==> config.mk <==
export PLATFORM = sky130hd
export DESIGN_NAME = rr_arb_mux_flat
export DESIGN_NICKNAME = d
export VERILOG_FILES = /design/src/rtl/rr_arb_mux_if.sv /design/src/rtl/rr_arb_mux.sv /design/src/flat_wrapper.sv
export SDC_FILE = /design/constraint.sdc
export NUM_CORES = 1
export LEC_CHECK = 0
export ABC_AREA = 0
export CAP_MARGIN = 20
export CELL_PAD_IN_SITES_DETAIL_PLACEMENT = 2
export CELL_PAD_IN_SITES_GLOBAL_PLACEMENT = 2
export CORE_ASPECT_RATIO = 0.5
export CORE_MARGIN = 2
export CORE_UTILIZATION = 33
export CTS_CLUSTER_SIZE = 10
export DETAILED_ROUTE_END_ITERATION = 6
export DONT_BUFFER_PORTS = 1
export PLACE_DENSITY_LB_ADDON = 0.1
export SLEW_MARGIN = 25
export SYNTH_ARGS = -nofsm -noshare
export SYNTH_HDL_FRONTEND = slang
export SYNTH_SLANG_ARGS = --single-unit
==> constraint.sdc <==
create_clock -name clk -period 2.2 [get_ports clk]
set_input_delay 0 -clock clk [delete_from_list [all_inputs] [get_ports clk]]
set_output_delay 0 -clock clk [all_outputs]
set_load 0.01 [all_outputs]
==> src/rtl/rr_arb_mux_if.sv <==
// rr_arb_mux_if: bundle of the arbitrating mux's request and result handshakes.
//   in_data   N*W  channel i data at [i*W +: W]
//   in_valid  N    per-channel request
//   in_ready  N    per-channel accept (one-hot or zero)
//   out_data  W    registered selected data
//   out_src   SW   channel index that supplied out_data
//   out_valid 1    result pending
//   out_ready 1    consumer accepts result
//   master: producer/consumer side; slave: the arbiter itself.
interface rr_arb_mux_if #(
    parameter int W  = 32,
    parameter int N  = 4,
    parameter int SW = $clog2(N)
);
    logic [N*W-1:0] in_data;
    logic [N-1:0]   in_valid;
    logic [N-1:0]   in_ready;
    logic [W-1:0]   out_data;
    logic [SW-1:0]  out_src;
    logic           out_valid;
    logic           out_ready;

    modport master (
        output in_data, in_valid, out_ready,
        input  in_ready, out_data, out_src, out_valid
    );

    modport slave (
        input  in_data, in_valid, out_ready,
        output in_ready, out_data, out_src, out_valid
    );
endinterface

==> src/rtl/rr_arb_mux.sv <==
// rr_arb_mux: N-channel W-bit registered arbitrating mux, round-robin or fixed priority.
//   clk  rising-edge clock
//   rst  asynchronous active-high reset
//   bus  rr_arb_mux_if.slave: in_data/in_valid/in_ready requests, out_* registered result
module rr_arb_mux #(
    parameter int W         = 32,
    parameter int N         = 4,
    parameter bit FIXED_PRI = 0,
    localparam int SW       = $clog2(N)
) (
    input logic        clk,
    input logic        rst,
    rr_arb_mux_if.slave bus
);
    logic [SW-1:0] ptr;
    logic [SW-1:0] g;
    logic [SW-1:0] ptr_next;
    logic          any;
    logic          load;
    logic          found;
    int            idx;

    assign any  = |bus.in_valid;
    assign load = ~bus.out_valid | bus.out_ready;

    // Scan from the priority start index with wrap-around; the wrap is done
    // by subtraction so non-power-of-two N works.
    always_comb begin
        g     = '0;
        found = 1'b0;
        idx   = 0;
        for (int k = 0; k < N; k++) begin
            idx = (FIXED_PRI ? 0 : int'(ptr)) + k;
            if (idx >= N) idx = idx - N;
            if (!found && bus.in_valid[idx]) begin
                g     = SW'(idx);
                found = 1'b1;
            end
        end
    end

    assign ptr_next     = (g == SW'(N - 1)) ? '0 : g + 1'b1;
    assign bus.in_ready = (~rst & load & any) ? N'(1) << g : '0;

    always_ff @(posedge clk or posedge rst) begin
        if (rst) begin
            bus.out_valid <= 1'b0;
            bus.out_data  <= '0;
            bus.out_src   <= '0;
            ptr           <= '0;
        end else if (load) begin
            bus.out_valid <= any;
            if (any) begin
                bus.out_data <= bus.in_data[g*W +: W];
                bus.out_src  <= g;
                if (!FIXED_PRI) ptr <= ptr_next;
            end
        end
    end
endmodule

==> src/flat_wrapper.sv <==
// flat-port wrapper written by rule: the top's interface ports become plain ports
module rr_arb_mux_flat 
#(
    parameter int W         = 32,
    parameter int N         = 4,
    parameter bit FIXED_PRI = 0,
    localparam int SW       = $clog2(N)
)
  (clk, rst, bus_in_data, bus_in_valid, bus_out_ready, bus_in_ready, bus_out_data, bus_out_src, bus_out_valid);
  rr_arb_mux_if #(.W(W), .N(N)) bus_i ();
  input logic clk;
  input logic rst;
  input wire logic [$bits(bus_i.in_data)-1:0] bus_in_data;
  input wire logic [$bits(bus_i.in_valid)-1:0] bus_in_valid;
  input wire logic [$bits(bus_i.out_ready)-1:0] bus_out_ready;
  output wire logic [$bits(bus_i.in_ready)-1:0] bus_in_ready;
  output wire logic [$bits(bus_i.out_data)-1:0] bus_out_data;
  output wire logic [$bits(bus_i.out_src)-1:0] bus_out_src;
  output wire logic [$bits(bus_i.out_valid)-1:0] bus_out_valid;
  assign bus_i.in_data = bus_in_data;
  assign bus_i.in_valid = bus_in_valid;
  assign bus_i.out_ready = bus_out_ready;
  assign bus_in_ready = bus_i.in_ready;
  assign bus_out_data = bus_i.out_data;
  assign bus_out_src = bus_i.out_src;
  assign bus_out_valid = bus_i.out_valid;
  rr_arb_mux #(.W(W), .N(N), .FIXED_PRI(FIXED_PRI)) u_core (.clk(clk), .rst(rst), .bus(bus_i));
endmodule
==> results of run 1 <==
## worst paths after layout
check / from / endpoint / slack (ns)
hold / removal: bus_in_data[37] / u_core.bus.out_data[5] / 0.004
hold reg to reg: u_core.bus.out_src[0] / u_core.bus.out_src[0] / 0.56
min in group asynchronous: rst / u_core.bus.out_data[1] / 0.35
setup / recovery: u_core.ptr[1] / bus_in_ready[2] / 0.14
max in group asynchronous: rst / u_core.bus.out_data[14] / 1.62
setup reg to reg: u_core.ptr[1] / u_core.bus.out_data[23] / 0.21
## flip-flops by register name (all words and copies together), names as in the netlist
name                  flops
u_core.ptr                2
u_core.bus.out_valid      1
u_core.bus.out_data      32
u_core.bus.out_src        2
## stage by stage
stage               setup slack (ns)  hold slack (ns)  instance area [µm²]  power (µW)  utilization (%)
finish                         0.144          0.00411                 3340        2620             48.9
global route                  0.0398           0.0249                 3340        2780             48.9
CTS                            0.185         0.000491                 3310        2620             48.5
detailed placement             0.222           0.0539                 2470        1800             36.2
global placement               0.322           0.0548                 2470        1760             36.2
floorplan                      0.547            0.129                 2390        1580                -
## layer usage
metal | routed length (µm) | share of wire [%] | GRT usage [%] | up-vias
met5 | 0 | 0 | 0 | -
met4 | 129 | 1.3 | 6.88 | 0
met3 | 768 | 7.5 | 8.29 | 12
met2 | 5310 | 52 | 48.3 | 107
met1 | 3990 | 39 | 30.0 | 1234
li1 | - | - | - | 1081
## repair_timing
action / 4_1_cts / 5_1_grt
hold buffers: 70 / 0
endpoints found under the hold margin: 68 / 0
resized for setup: 0 / 0
## cells by family (layout without fill, tap and decap cells)
kind of cell | after synthesis | after routing | synth area share [%]
AOI/OAI and AO/OA | 83 | 83 | 26.2
buffers and inverters | 25 | 92 | 6.29
DFF | 37 | 37 | 38.8
muxes | 34 | 34 | 15.7
other | 0 | 1 | 0
and+or+nand+nor | 73 | 73 | 13.0
## placed cells by master (no fill, tap or decap), types with 2 or more instances in the layout
master / synthesis / final
dlygate4sd3_1: 0 / 70
dfrtp_1: 37 / 37
nor2_1: 36 / 36
a21oi_1: 30 / 30
nand2_1: 26 / 26
a221oi_1: 24 / 24
mux2_1: 20 / 20
mux2i_1: 9 / 9
a221o_1: 8 / 8
o22a_1: 8 / 8
buf_4: 3 / 8
clkbuf_16: 0 / 5
and3_1: 4 / 4
mux2_2: 4 / 4
o21ai_0: 3 / 3
clkbuf_1: 3 / 3
o221a_2: 2 / 2
buf_12: 0 / 2
## critical path, stage by stage, from the launching register on
cell and delay (ns):
dfrtp_1 0.42, buf_4 0.19, inv_2 0.08, a21oi_1 0.08
o21ai_1 0.65, and3_1 0.33
## Yosys cell counts
library cell  count  share of area, %
dfrtp_1          37                39
nor2_1           36               5.7
a21oi_1          30               6.3
nand2_1          26               4.1
a221oi_1         24               8.8
mux2_1           20               9.4
buf_2            12               2.5
mux2i_1           9               3.8
a221o_1           8               3.4
o22a_1            8               2.9
and3_1            4               1.0
buf_6             4               1.9
mux2_2            4               1.9
buf_4             3              0.94
clkbuf_1          3              0.47
o21ai_0           3              0.63
inv_1             2              0.31
o221a_2           2              0.94
a21boi_1          1              0.31
a21o_1            1              0.31
inv_2             1              0.16
mux2_4            1              0.63
nand2b_1          1              0.26
nand3_1           1              0.21
nand3b_1          1              0.31
nor2b_1           1              0.26
o2111ai_1         1              0.37
o21a_1            1              0.31
o21ai_1           1              0.21
o21ai_4           1              0.68
o221ai_2          1              0.63
o32a_1            1              0.42
or2b_1            1              0.31
or3_4             1              0.47
or3b_1            1              0.37
## power groups by stage
stage	clock network [µW]	logic (µW)	registers, µW
after global routing	756	953	1070
after global placement	0	706	1050
final	710	864	1040
after detailed placement	0	740	1060
after CTS	730	843	1050
after floorplan	0	582	1000
## layout make-up
type	instances	area, µm²	share of cell area [%]
antenna	1	2.50	0.0749
clock buffer	8	136	4.08
inverter	3	11.3	0.337
multi-input combinational	190	1320	39.6
sequential	37	926	27.7
tap	92	115	3.44
timing repair buffer	81	828	24.8
==> metrics.md, run 1 <==
| Metric | Value |
|---|---|
| F_max | `486 MHz` |
| Combinational power share | `33.0%` |
| Unrepaired setup endpoints after global routing | `no` |
| Minimum clock period | `2.06 ns` |
| Post-synthesis cell area | `2390 µm²` |
| Net Sw Frac | `between 30% and 40%` |
| Status | `completed` |
| FP Rows | `21` |
| Initial detailed-routing violation count | `90` |
| CP Data Arrival Time | `approximately 2.1 ns` |
| TritonCTS clock tree | `built` |
| Setup TNS | `0 ns` |
| Placed cell count | `332` |
| CORE AREA | `6830 µm²` |
| Die H | `around 64 µm` |
| Syn-to-layout area delta | `40.0%` |
| Fill count | `around 700` |
| Power per Cell Area | `about 800 nW/µm²` |
| Post-DP HPWL | `6230 µm` |
| Postcts setup bufs | `0` |
| Initial Utilization | `about a third` |
| Gr ovfl total | `0` |
| Synth cell types | `35` |
| Initial antenna violation count | `1` |
| CTS buffer count | `5` |
| Drt pass-1 iters | `4` |
| Synth Instances | `roughly 250` |
| Clock latency on the worst-skew pair | `between 0.2 and 0.3 ns` |
| DRC | `0` |
| Post-route ant nets | `0` |
| Clock-pin slew on the worst setup and hold paths | `around 0.06 ns` |
| Pins over their slew limit | `0` |
| Worst setup SP type | `register` |
| Skew final | `0.00420 ns` |
| CTS sink cnt | `37` |
| Final setup fails | `0` |
| Via/cell ratio | `between 5 and 6` |
| I/O pin count | `around 170` |
| PortBufs | `0` |
| Post-Route WL | `a little over 10,000 µm` |
| Cell count of the worst reg-to-reg path | `6` |
| Hold Path Class | `input pin to register` |
| Max-Cap Viols | `0` |
| Post-synthesis sequential area ratio | `38.8%` |
| GPL Wtd Cong | `between 0.7 and 0.8` |
| Max clock buf depth | `2` |
| Share of cells above drive strength 1 | `under 10%` |
| Total GRT Usage | `between 20% and 30%` |
| CP required | `~2.2 ns` |
| Worst slew margin | `approximately 46%` |
| Nets@finish | `between 400 and 500` |
| Final non-filler cell total | `~400` |
| P_leak | `about 0.0013 µW` |
| Routed len/inst | `approximately 25 µm` |
| First-pass GRT wire length | `between 15,000 and 20,000 µm` |
| Tcrit/Tclk final | `93.4%` |
| Seq cells post-synth | `37` |
| Die area | `7970 µm²` |
| VDD IR max | `0.311 mV` |
| Worst Max-Slew Pin Slew | `0.808 ns` |
| Depth of the worst hold-timing path | `3` |
| Flop pwr share | `between 30 and 40%` |
| Critical path type | `register to output port` |
| Int Pwr | `between 1500 and 2000 µW` |
| CP Max Fanout | `10` |
| Vias after detailed routing | `~2,400` |
| Synth warnings | `0` |
| Psw | `about 950 µW` |
| Setup crit end kind | `output port` |
| Post-Syn Nets | `approximately 390` |
| Clock power share | `around 27%` |
| Largest net degree at the start of global routing | `36` |
| Hold Fails Final Rpt | `0` |
| Die width | `approximately 120 µm` |
| Root Buffer | `clkbuf_16` |
| Syn avg cell area | `around 9.5 µm²` |
| H-tree depth | `2` |
| Number of global-route vias before repair | `between 2,000 and 3,000` |
(Power assumes the default switching activity.)
==> run 2, diff against run 1 <==
--- a/config.mk
+++ b/config.mk
@@ -13,3 +13,3 @@
 export CORE_MARGIN = 2
-export CORE_UTILIZATION = 33
+export CORE_UTILIZATION = 30
 export CTS_CLUSTER_SIZE = 10
--- a/constraint.sdc
+++ b/constraint.sdc
@@ -3,2 +3,2 @@
 set_output_delay 0 -clock clk [all_outputs]
-set_load 0.01 [all_outputs]
+set_load 0.005 [all_outputs]
==> metrics.md, run 2 (same netlist as run 1, synthesis figures left out) <==
| Metric | Value |
|---|---|
| Total power | `between 2000 and 3000 µW` |
| Initial Utilization | `31.8%` |
| GPL Wtd Cong | `around 0.73` |
| Worst setup SP type | `register` |
| Final setup fails | `0` |
| Minimum clock period | `~2 ns` |
| CP Max Fanout | `12` |
| Final hold slack | `roughly 0.0023 ns` |
| F_max | `509 MHz` |
| Initial antenna violation count | `0` |
| Status | `completed` |
| Flop2flop setup slack | `0.23 ns` |
| Total GRT Usage | `around 22%` |
| PortBufs | `0` |
| Largest net degree at the start of global routing | `36` |
| Most frequent cells in the layout | `dlygate4sd3_1 (66), dfrtp_1 (37), nor2_1 (36)` |
| Post-DP HPWL | `6060 µm` |
| Setup crit end kind | `register` |
| Clock-pin slew on the worst setup and hold paths | `0.06 ns` |
| I/O pin count | `roughly 170` |
| CTS buffer count | `5` |
| TritonCTS clock tree | `built` |
| Max clock buf depth | `2` |
| Die H | `approximately 67 µm` |
| Hold Path Class | `input pin to register` |
| Initial detailed-routing violation count | `69` |
| Post-Route WL | `just under 10,000 µm` |
| Clock latency on the worst-skew pair | `around 0.28 ns` |
| DRC | `0` |
| CORE AREA | `between 7000 and 8000 µm²` |
| Unrepaired setup endpoints after global routing | `no` |
| Syn-to-layout area delta | `38.6%` |
| CTS sink cnt | `37` |
| Nets@finish | `~450` |
| Pins over their slew limit | `0` |
| FP Rows | `22` |
| Routed len/inst | `roughly 23 µm` |
| Via/cell ratio | `between 5 and 6` |
| Skew final | `between 0.004 and 0.005 ns` |
| Die width | `approximately 130 µm` |
| Regs by FF count | `u_core.bus.out_data (32), u_core.bus.out_src (2), u_core.ptr (2)` |
| Fill count | `798` |
| Gr ovfl total | `0` |
| Root Buffer | `clkbuf_16` |
| Max-Cap Viols | `0` |
| Hold Fails Final Rpt | `0` |
| Number of global-route vias before repair | `2,673` |
| Max reg flops | `32` |
| Setup TNS | `0 ns` |
| VDD IR max | `0.316 mV` |
| Power per Cell Area | `762 nW/µm²` |
| Vias after detailed routing | `2,390` |
| Die area | `slightly below 9000 µm²` |
| Share of cells above drive strength 1 | `9.52%` |
| Critical path type | `register to register` |
| Tcrit/Tclk final | `89.4%` |
| Largest register by flop count | `u_core.bus.out_data` |
| Post-route ant nets | `0` |
| H-tree depth | `2` |
| Worst Max-Slew Pin Slew | `~0.74 ns` |
| Drt pass-1 iters | `4` |
| First-pass GRT wire length | `about 14,000 µm` |
| CP required | `approximately 2.4 ns` |
| Worst slew margin | `50.4%` |
| Ant diodes | `0` |
| Postcts setup bufs | `0` |
| Most common cell after layout, fill and taps aside | `dlygate4sd3_1` |
| P_leak | `between 0.001 and 0.0015 µW` |
| CP Data Arrival Time | `2.13 ns` |
## run 2: cell types whose count changed in the layout (fill, tap and decap cells not counted), sizes merged
cell,change
dlygate4sd3,-4
clkbuf,-2
clkinv,+1
diode,-1
inv,+1
## run 2: final cells by class
type	instances	area, µm²	area share (%)
Tap cell	108	135	4.08
Timing Repair Buffer	77	776	23.4
Sequential cell	37	926	28.0
Clock buffer	6	129	3.89
Clock inverter	2	10.0	0.302
Inverter	3	11.3	0.340
Multi-Input combinational cell	190	1320	40.0
## run 2: per-stage QoR
stage	cell area (µm²)	setup slack, ns	utilization (%)	cells
floorplan	2390	0.547	-	252
global placement	2480	0.297	33.0	348
detailed placement	2480	0.214	33.0	348
CTS	3280	0.191	43.7	422
global route	3310	0.0559	44.0	423
finish	3310	0.234	44.0	423
## run 2: worst max-delay path, stage by stage (launching register included)
cell and delay [ns]:
dfrtp_1 0.41, mux2i_1 0.17, o221ai_4 0.49, buf_4 0.30, mux2i_1 0.25, nor2_1 0.06
o22a_1 0.17
## run 2: repair_timing
action / 4_1_cts / 5_1_grt
endpoints found under the hold margin: 68 / 0
resized for setup: 0 / 0
setup endpoints to repair: 0 / 0
hold buffers: 66 / 0
## run 2: final timing paths
check	start	endpoint	cells after the start
min in group asynchronous	rst	u_core.bus.out_data[29]	2
max	u_core.ptr[1]	u_core.bus.out_data[11]	6
max in group asynchronous	rst	u_core.bus.out_data[12]	3
min	bus_in_data[109]	u_core.bus.out_data[13]	2
min reg2reg	u_core.bus.out_src[0]	u_core.bus.out_src[0]	1
max reg2reg	u_core.ptr[1]	u_core.bus.out_data[11]	6
## run 2: routing by layer
layer  global-route usage (%)  routed length [µm]  vias up  part of all wire, %
met4                     4.84                  87        0                 0.89
met3                     8.19                 946        9                  9.7
li1                         -                   -     1069                    -
met1                     24.5                3770     1193                   39
met5                        0                   0        -                    0
met2                     41.1                4950      119                   51
## run 2: power breakdown
| part | switching, µW | internal [µW] |
|---|---|---|
| clock | 277 | 416 |
| sequential | 152 | 837 |
| combinational | 446 | 394 |
==> run 3, diff against run 2 <==
Settings changed: REMOVE_ABC_BUFFERS set to 1.
==> metrics.md, run 3 (same netlist as run 1, synthesis figures left out) <==
| Metric | Value |
|---|---|
| Minimum clock period | `a little under 2 ns` |
| Worst setup SP type | `register` |
| Total power | `2650 µW` |
| Final setup fails | `0` |
| Max clock buf depth | `2` |
| CTS sink cnt | `37` |
| CORE AREA | `~7500 µm²` |
| Worst slew margin | `between 40% and 50%` |
| Depth of the worst hold-timing path | `2` |
| P_leak | `about 0.0013 µW` |
| Die area | `~8700 µm²` |
| Syn-to-layout area delta | `37.9%` |
| Hold Path End | `u_core.bus.out_data[17]` |
| Delay of the slowest cell on the worst path | `between 0.5 and 0.6 ns` |
| Post-route ant nets | `0` |
| I/O pin count | `approximately 170` |
| Setup TNS | `0 ns` |
| Most common cell after layout, fill and taps aside | `dlygate4sd3_1` |
| Gr ovfl total | `0` |
| CP Max Fanout | `12` |
| Setup WS pre-CTS | `0.222 ns` |
| Min-delay src | `bus_in_data[81]` |
| Tcrit/Tclk final | `around nine tenths` |
| FP Rows | `22` |
| Final hold slack | `0.00356 ns` |
| Max-Cap Viols | `0` |
| VDD IR max | `between 0.2 and 0.3 mV` |
| Drt pass-1 iters | `4` |
| Worst Max-Slew Pin Slew | `slightly above 0.8 ns` |
| Max reg flops | `32` |
| DRC | `0` |
| TritonCTS clock tree | `built` |
| Setup crit end kind | `register` |
| Placed cell count | `approximately 350` |
| Pins over their slew limit | `0` |
| CTS buffer count | `5` |
| Status | `completed` |
| First-pass GRT wire length | `14,900 µm` |
| Most frequent cells in the layout | `dlygate4sd3_1 (63), dfrtp_1 (37), nor2_1 (36)` |
| Hold Path Class | `input pin to register` |
| Hold Fails Final Rpt | `0` |
| Cell chain of the critical path | `or3b_1, o221ai_4, buf_4, mux2_2, nand2_1, a21oi_1` |
| CTS resizes | `0` |
| CP Data Arrival Time | `about 2.1 ns` |
| Initial detailed-routing violation count | `61` |
| Post-Route WL | `slightly below 10,000 µm` |
| GPL Wtd Cong | `approximately 0.77` |
| Reg2reg start | `u_core.ptr[1]` |
| Clock latency on the worst-skew pair | `0.28 ns` |
| Ant diodes | `0` |
| Flop2flop setup slack | `between 0.2 and 0.25 ns` |
| Final non-filler cell total | `420` |
| Die width | `130 µm` |
| Critical path type | `register to register` |
| Initial antenna violation count | `0` |
| Routed len/inst | `around 23 µm` |
| H-tree depth | `2` |
| CP required | `between 2 and 2.5 ns` |
| Root Buffer | `clkbuf_16` |
| Final setup margin | `0.213 ns` |
| Post-cts hold buffer count | `63` |
| Die H | `between 60 and 70 µm` |
| Regs by FF count | `u_core.bus.out_data (32), u_core.bus.out_src (2), u_core.ptr (2)` |
| Fill count | `between 700 and 800` |
| Initial Utilization | `around a third` |
| Share of cells above drive strength 1 | `9.29%` |
| Worst flop-to-flop path endpoint | `u_core.bus.out_data[24]` |
| Nets@finish | `446` |
| Vias after detailed routing | `between 2,000 and 2,500` |
| Largest net degree at the start of global routing | `28` |
| Clock-pin slew on the worst setup and hold paths | `approximately 0.060 ns` |
| Cell count of the worst reg-to-reg path | `6` |
| PortBufs | `0` |
| Total GRT Usage | `a little under a quarter` |
| F_max | `~500 MHz` |
| Critical Path Slowest Stage Cell | `dfrtp_1` |
| Skew final | `between 0.005 and 0.006 ns` |
| Postcts setup bufs | `0` |
| Largest register by flop count | `u_core.bus.out_data` |
| Post-DP HPWL | `around 6300 µm` |
| Via/cell ratio | `approximately 5.7` |
| Number of global-route vias before repair | `around 2,800` |
| Power per Cell Area | `805 nW/µm²` |
| Unrepaired setup endpoints after global routing | `no` |
## run 3: cell types whose count changed in the layout (fill, tap and decap cells not counted), sizes merged
cell         delta
dlygate4sd3     -3
clkbuf          +1
clkinv          -1
bufinv          +1
inv             -1
## run 3: routing by layer
metal / part of all wire (%) / wire length [µm] / track usage [%]
met5: 0 / 0 / 0
met4: 1.1 / 103 / 5.38
met1: 39 / 3810 / 24.8
met3: 6.7 / 651 / 5.94
met2: 53 / 5180 / 44.3
## run 3: stage by stage
step / area (µm²) / util, %
after CTS: 3290 / 43.8
final: 3290 / 43.8
after global placement: 2490 / 33.1
after floorplan: 2250 / -
after global routing: 3290 / 43.8
after detailed placement: 2490 / 33.1
## run 3: critical path, delay by kind of cell, from the launching register on
| kind | cells | cell delay [ns] |
|---|---|---|
| simple gates | 2 | 0.54 |
| flops | 1 | 0.51 |
| mux | 1 | 0.36 |
| buf+inv | 1 | 0.28 |
| compound gates | 2 | 0.16 |
## run 3: how the worst max path moves through the flow
stage                              from                       to  cells past startpoint
final                     u_core.ptr[1]  u_core.bus.out_data[24]                      6
after global routing      u_core.ptr[1]   u_core.bus.out_data[1]                      6
after global placement    u_core.ptr[1]  u_core.bus.out_data[25]                      6
after detailed placement  u_core.ptr[1]  u_core.bus.out_data[24]                      6
after floorplan           u_core.ptr[1]  u_core.bus.out_data[24]                      5
after CTS                 u_core.ptr[1]  u_core.bus.out_data[24]                      6
## run 3: area by class of cell
class | count | area, µm² | area share (%)
clock buffer | 7 | 143 | 4.33
inverter | 3 | 11.3 | 0.342
multi-input combinational | 190 | 1320 | 40.2
timing repair buffer | 74 | 726 | 22.0
clock inverter | 1 | 30.0 | 0.912
tap | 108 | 135 | 4.10
sequential | 37 | 926 | 28.1
## run 3: report_power, final
group	internal (µW)	total, µW	switching (µW)
clock	567	848	281
sequential	837	989	152
combinational	384	814	430
total	1790	2650	863
